===== src/rtl/mm_ctrl.sv =====
// mm_ctrl: control and sequencing for the 4x4 matrix-multiply engine (ap_ctrl register,
// stream gating, buffer addressing, MAC sequencing). Optional MM_CYCLE_CNT_EN adds a run-cycle counter at 0x10.
module mm_ctrl #(
  parameter int pADDR_WIDTH = 12,
  parameter int pDATA_WIDTH = 32
) (
  input  logic                   axis_clk,
  input  logic                   axis_rst_n,
  input  logic                   awvalid,
  output logic                   awready,
  input  logic [pADDR_WIDTH-1:0] awaddr,
  input  logic                   wvalid,
  output logic                   wready,
  input  logic [pDATA_WIDTH-1:0] wdata,
  input  logic                   arvalid,
  output logic                   arready,
  input  logic [pADDR_WIDTH-1:0] araddr,
  output logic                   rvalid,
  input  logic                   rready,
  output logic [pDATA_WIDTH-1:0] rdata,
  input  logic                   ss_tvalid,
  input  logic                   ss_tlast,
  output logic                   ss_tready,
  output logic                   buf_we,
  output logic [4:0]             buf_waddr,
  output logic [3:0]             rd_a_addr,
  output logic [3:0]             rd_b_addr,
  output logic                   mac_clr,
  output logic                   mac_en,
  output logic                   sm_tvalid,
  output logic                   sm_tlast,
  input  logic                   sm_tready
);

  typedef enum logic [2:0] {S_IDLE, S_LOAD, S_CALC, S_OUT, S_DONE} state_e;

  localparam logic [pADDR_WIDTH-1:0] ADDR_CTRL = '0;

  state_e                 state_q, state_d;
  logic [4:0]             beat_q, beat_d;
  logic [3:0]             elem_q, elem_d;
  logic [2:0]             cyc_q, cyc_d;
  logic                   ap_start_q, ap_start_d;
  logic                   ap_done_q, ap_done_d;
  logic                   ap_idle_q, ap_idle_d;
  logic                   err_q, err_d;
  logic                   wr_ack_q, wr_ack_d;
  logic                   rd_ack_q, rd_ack_d;
  logic                   rvalid_q, rvalid_d;
  logic [pDATA_WIDTH-1:0] rdata_q, rdata_d;
  logic [pDATA_WIDTH-1:0] rd_mux;
  logic                   wr_fire, rd_fire;
  logic                   wdata_unused;

`ifdef MM_CYCLE_CNT_EN
  localparam logic [pADDR_WIDTH-1:0] ADDR_CNT = pADDR_WIDTH'(16);
  logic [31:0] cnt_q, cnt_d;

  always_comb begin
    cnt_d = cnt_q;
    if (state_q == S_IDLE && ap_start_q) cnt_d = '0;
    else if (state_q != S_IDLE)          cnt_d = cnt_q + 32'd1;
  end

  always_ff @(posedge axis_clk or negedge axis_rst_n) begin
    if (!axis_rst_n) cnt_q <= '0;
    else             cnt_q <= cnt_d;
  end
`endif

  // Only ap_start is writable; the remaining write-data bits are ignored.
  assign wdata_unused = ^wdata[pDATA_WIDTH-1:1];

  assign wr_fire   = wr_ack_q && awvalid && wvalid;
  assign rd_fire   = rd_ack_q && arvalid;
  assign awready   = wr_ack_q;
  assign wready    = wr_ack_q;
  assign arready   = rd_ack_q;
  assign rvalid    = rvalid_q;
  assign rdata     = rdata_q;
  assign buf_waddr = beat_q;

  always_comb begin
    rd_mux = '0;
    if (araddr == ADDR_CTRL) rd_mux = pDATA_WIDTH'({err_q, ap_idle_q, ap_done_q, ap_start_q});
`ifdef MM_CYCLE_CNT_EN
    else if (araddr == ADDR_CNT) rd_mux = pDATA_WIDTH'(cnt_q);
`endif
  end

  always_comb begin
    // NOTE: every _d and every output gets a default first, so no branch can infer a latch.
    state_d    = state_q;
    beat_d     = beat_q;
    elem_d     = elem_q;
    cyc_d      = cyc_q;
    ap_start_d = ap_start_q;
    ap_done_d  = ap_done_q;
    ap_idle_d  = ap_idle_q;
    err_d      = err_q;
    wr_ack_d   = awvalid && wvalid && !wr_ack_q;
    rd_ack_d   = arvalid && !rd_ack_q && !rvalid_q;
    rvalid_d   = rvalid_q;
    rdata_d    = rdata_q;
    ss_tready  = 1'b0;
    buf_we     = 1'b0;
    rd_a_addr  = '0;
    rd_b_addr  = '0;
    mac_clr    = 1'b0;
    mac_en     = 1'b0;
    sm_tvalid  = 1'b0;
    sm_tlast   = 1'b0;

    if (wr_fire && awaddr == ADDR_CTRL && state_q == S_IDLE && wdata[0]) ap_start_d = 1'b1;

    if (rvalid_q && rready) rvalid_d = 1'b0;
    // Clear-on-read happens after capture; FSM sets below take priority on a collision.
    if (rd_fire) begin
      rvalid_d = 1'b1;
      rdata_d  = rd_mux;
      if (araddr == ADDR_CTRL) begin
        ap_done_d = 1'b0;
        err_d     = 1'b0;
      end
    end

    unique case (state_q)
      S_IDLE: begin
        if (ap_start_q) begin
          state_d    = S_LOAD;
          ap_start_d = 1'b0;
          ap_idle_d  = 1'b0;
          ap_done_d  = 1'b0;
          beat_d     = '0;
        end
      end
      S_LOAD: begin
        ss_tready = 1'b1;
        if (ss_tvalid) begin
          buf_we = 1'b1;
          beat_d = beat_q + 5'd1;
          if (ss_tlast != (beat_q == 5'd31)) err_d = 1'b1;
          if (beat_q == 5'd31) begin
            state_d = S_CALC;
            elem_d  = '0;
            cyc_d   = '0;
          end
        end
      end
      S_CALC: begin
        // Reads issue on cycles 0..3; the MAC consumes them one cycle later.
        if (cyc_q != 3'd4) begin
          rd_a_addr = {cyc_q[1:0], elem_q[1:0]};
          rd_b_addr = {elem_q[3:2], cyc_q[1:0]};
        end
        mac_en  = (cyc_q != 3'd0);
        mac_clr = (cyc_q == 3'd1);
        cyc_d   = cyc_q + 3'd1;
        if (cyc_q == 3'd4) state_d = S_OUT;
      end
      S_OUT: begin
        sm_tvalid = 1'b1;
        sm_tlast  = (elem_q == 4'd15);
        if (sm_tready) begin
          if (elem_q == 4'd15) begin
            state_d = S_DONE;
          end else begin
            state_d = S_CALC;
            elem_d  = elem_q + 4'd1;
            cyc_d   = '0;
          end
        end
      end
      S_DONE: begin
        ap_done_d = 1'b1;
        ap_idle_d = 1'b1;
        state_d   = S_IDLE;
      end
      default: state_d = S_IDLE;
    endcase
  end

  // NOTE: sequential state uses non-blocking assignments only, so all flops update together.
  always_ff @(posedge axis_clk or negedge axis_rst_n) begin
    if (!axis_rst_n) begin
      state_q    <= S_IDLE;
      beat_q     <= '0;
      elem_q     <= '0;
      cyc_q      <= '0;
      ap_start_q <= 1'b0;
      ap_done_q  <= 1'b0;
      ap_idle_q  <= 1'b1;
      err_q      <= 1'b0;
      wr_ack_q   <= 1'b0;
      rd_ack_q   <= 1'b0;
      rvalid_q   <= 1'b0;
      rdata_q    <= '0;
    end else begin
      state_q    <= state_d;
      beat_q     <= beat_d;
      elem_q     <= elem_d;
      cyc_q      <= cyc_d;
      ap_start_q <= ap_start_d;
      ap_done_q  <= ap_done_d;
      ap_idle_q  <= ap_idle_d;
      err_q      <= err_d;
      wr_ack_q   <= wr_ack_d;
      rd_ack_q   <= rd_ack_d;
      rvalid_q   <= rvalid_d;
      rdata_q    <= rdata_d;
    end
  end

endmodule


===== config.mk =====
export PLATFORM = sky130hd
export DESIGN_NAME = mm_ctrl
export DESIGN_NICKNAME = d
export VERILOG_FILES = /design/src/rtl/mm_ctrl.sv
export SDC_FILE = /design/constraint.sdc
export NUM_CORES = 1
export LEC_CHECK = 0
export ABC_AREA = 1
export CAP_MARGIN = 10
export CORE_MARGIN = 2
export CORE_UTILIZATION = 38
export DETAILED_ROUTE_END_ITERATION = 6
export MAX_ROUTING_LAYER = met4
export PLACE_DENSITY = 0.86
export SYNTH_ARGS = -nofsm -noshare
export SYNTH_HDL_FRONTEND = slang
export SYNTH_SLANG_ARGS = --single-unit

===== constraint.sdc =====
create_clock -name axis_clk -period 3.78 [get_ports axis_clk]
set_input_delay 0.756 -clock axis_clk [delete_from_list [all_inputs] [get_ports axis_clk]]
set_output_delay 0.756 -clock axis_clk [all_outputs]
set_load 0.1 [all_outputs]

==> out/qor.yml <==
status: "finished clean"
first_pass_iters: 4
power_frac_clock_pct: 9.3
synthTopCellsByCount: "54 x nand2_1, 35 x nor2_1, 31 x buf_4, 25 x dfrtp_1, 25 x inv_1"
power_leakage_nw: 1.19
slew_viol_final: 0
worstHoldEndpoint: "arready"
layout-drive-gt1-share_pct: 10.8
synth_edf_count: 0
p_comb_share_pct: 66.6
crit_family: "buffers and inverters"
grt_max_degree: 27
critPathMaxFanout: 5
std_cell_rows: 24
syn_area_um2: 1740
syn2layout_area_growth_pct: 31.0
post-route-min-period_ps: 2590
place.gp.congestion: 0.917
detail-route-antenna-nets: 0
seq_area_frac_synth_pct: 37.4
r2r-end: "elem_q[1]"
design.core.area_um2: 4380
power.density_nw_per_um2: 770
nets: 369
drv_cap: 0
max_stage_delay_ps: 1150
holdBufCountCts: 0
synth_area_leaders: "dfrtp_1 36%, buf_4 13%, nand2_1 12%"
ios: 120
max_freq_mhz: 386
place_hpwl_um: 2970
worst_slew_pin_slew_ps: 971
syn_area_per_cell_um2: 7.36
cts_resized: 0
synth-seq-cells: 26
syn_inst: 237
cts_tree: "done"
ir_drop_uv: 500
finalHoldViolCount: 0
synthMostInstantiatedCell: "nand2_1"
reg2regPathDepth: 9
crit_path_top_delay_cell: "clkdlybuf4s50_1"
finalHoldWorstSlack_ps: 455
cp.required_ps: 3020
clock_skew_ps: 8.63
cp.buffers_inverters: 1
clk_latency_ps: 280
p_int_mw: 0.683
synthDistinctLibCells: 23
ys.flop_type: "dfrtp_1"
root_buffer: "clkbuf_8"
async_reset_ff_share_pct: 100
worstReg2RegStart: "buf_waddr[0]"
drt_wl_total_um: 3690
synth_top_cell_by_area: "dfrtp_1"
power.share.switching_pct: 61.2
vias: 1575
post_drt_wl_per_cell_um: 10.6
path_clk_slew_ps: 90
dieArea_um2: 5150
setup_viol: 0
drtIter0Drc: 52
fin_crit_sh_pct: 68.6
start_util_pct: 39.8
vias_per_cell: 4.51
grt_pass1_wl_um: 6450
r2r_slack_ps: 2110
grt_pass1_vias: 1543
max_slew_margin_pct: 35.0
insertedDiodeCount: 0
clock_sinks: 26
post-route-drc-count: 0
grt_overflow: 0
critPathKind: "reg2out"
path_cells: "clkdlybuf4s50_1"
yosys_warnings: 0
grt_use_total_pct: 16.2
dieWidth_um: 71.8
hp-class: "reg2reg"
htreeDepth: 1
antenna_found_initial: 0
final.setup.tns_ps: 0
power_switching_mw: 1.08
cts_buffers: 3
rsz0062_at_grt: "false"
port_buffers: 60
start_kind: "flop"
critPathCaptureType: "output pin"
min_from: "arready"
min_path_cells: 1
die_h_um: 71.8
max-clock-path-buffers: 2
crit_arrival_ps: 1840
p_seq_share_pct: 24.1
cts_setup_buffers: 0
netlist.area_leader.share_pct: 35.9
==> state kept, by name, summed over array words and instances, names as in the netlist, 3 cells and up <==
register and flops:
cyc_q 3, elem_q 4, rdata 4, buf_waddr 5
state_q 3
==> power groups by stage <==
stage,combinational (mW),clock [mW],sequential [mW]
floorplan,0.775,0,0.618
global placement,1.15,0,0.424
detailed placement,1.17,0,0.429
CTS,1.18,0.167,0.425
global route,1.25,0.182,0.440
finish,1.17,0.164,0.424
==> cell usage in the layout (no fill, tap or decap), drive strengths merged <==
cell type	instances
nand3b	1
nor2	40
dfrtp	25
nand2	57
buf	15
o22ai	1
conb	28
clkdlybuf4s50	46
nand3	19
xnor2	2
ha	6
o21bai	7
inv	28
o21ai	8
dfstp	1
clkbuf	4
nor3	3
xor2	1
a21oi	3
nand4	2
==> cell type report <==
class	instances	area [um^2]
clock buffer	4	45.0
fill	440	2100
inverter	28	105
multi-input combinational	178	845
sequential	26	652
tap	52	65.1
timing repair buffer	61	573
==> through the flow <==
stage	area, um^2	utilization (%)	power (mW)	worst slack, ps	std cells
after floorplan	1850	-	1.39	390	264
after global placement	2240	51.1	1.58	1270	345
after detailed placement	2240	51.1	1.60	1250	345
after CTS	2280	52.1	1.77	1180	349
after global routing	2280	52.1	1.87	1100	349
final	2280	52.1	1.76	1190	349
==> metal layers <==
metal	up-vias	global-route usage (%)	routed length, um
li1	797	-	-
met1	718	19.3	1550
met2	54	26.9	1870
met3	6	2.39	200
met4	0	7.55	70
met5	-	-	0
==> kinds of logic after synthesis <==
kind of cell	Yosys count	share of synthesized area (%)
AND/OR/NAND/NOR	122	30.1
AO/OA/AOI/OAI	19	6.53
buffers and inverters	60	20.0
adder cells (fa/ha/maj)	6	4.30
XOR/XNOR	3	1.51
flip-flops	26	37.4
other	1	0.215
==> worst max-delay path by stage <==
stage	slack [ps]	startpoint	end	cells after the start
6_report	1190	buf_waddr[0]	buf_waddr[0]	1
5_1_grt	1100	cyc_q[0]	rd_a_addr[3]	6
4_1_cts	1180	buf_waddr[0]	buf_waddr[0]	1
3_5_place_dp	1250	ss_tvalid	buf_we	4
3_3_place_gp	1270	ss_tvalid	buf_we	4
2_1_floorplan	390	cyc_q[0]	rd_b_addr[0]	6
(Power assumes the default switching activity.)
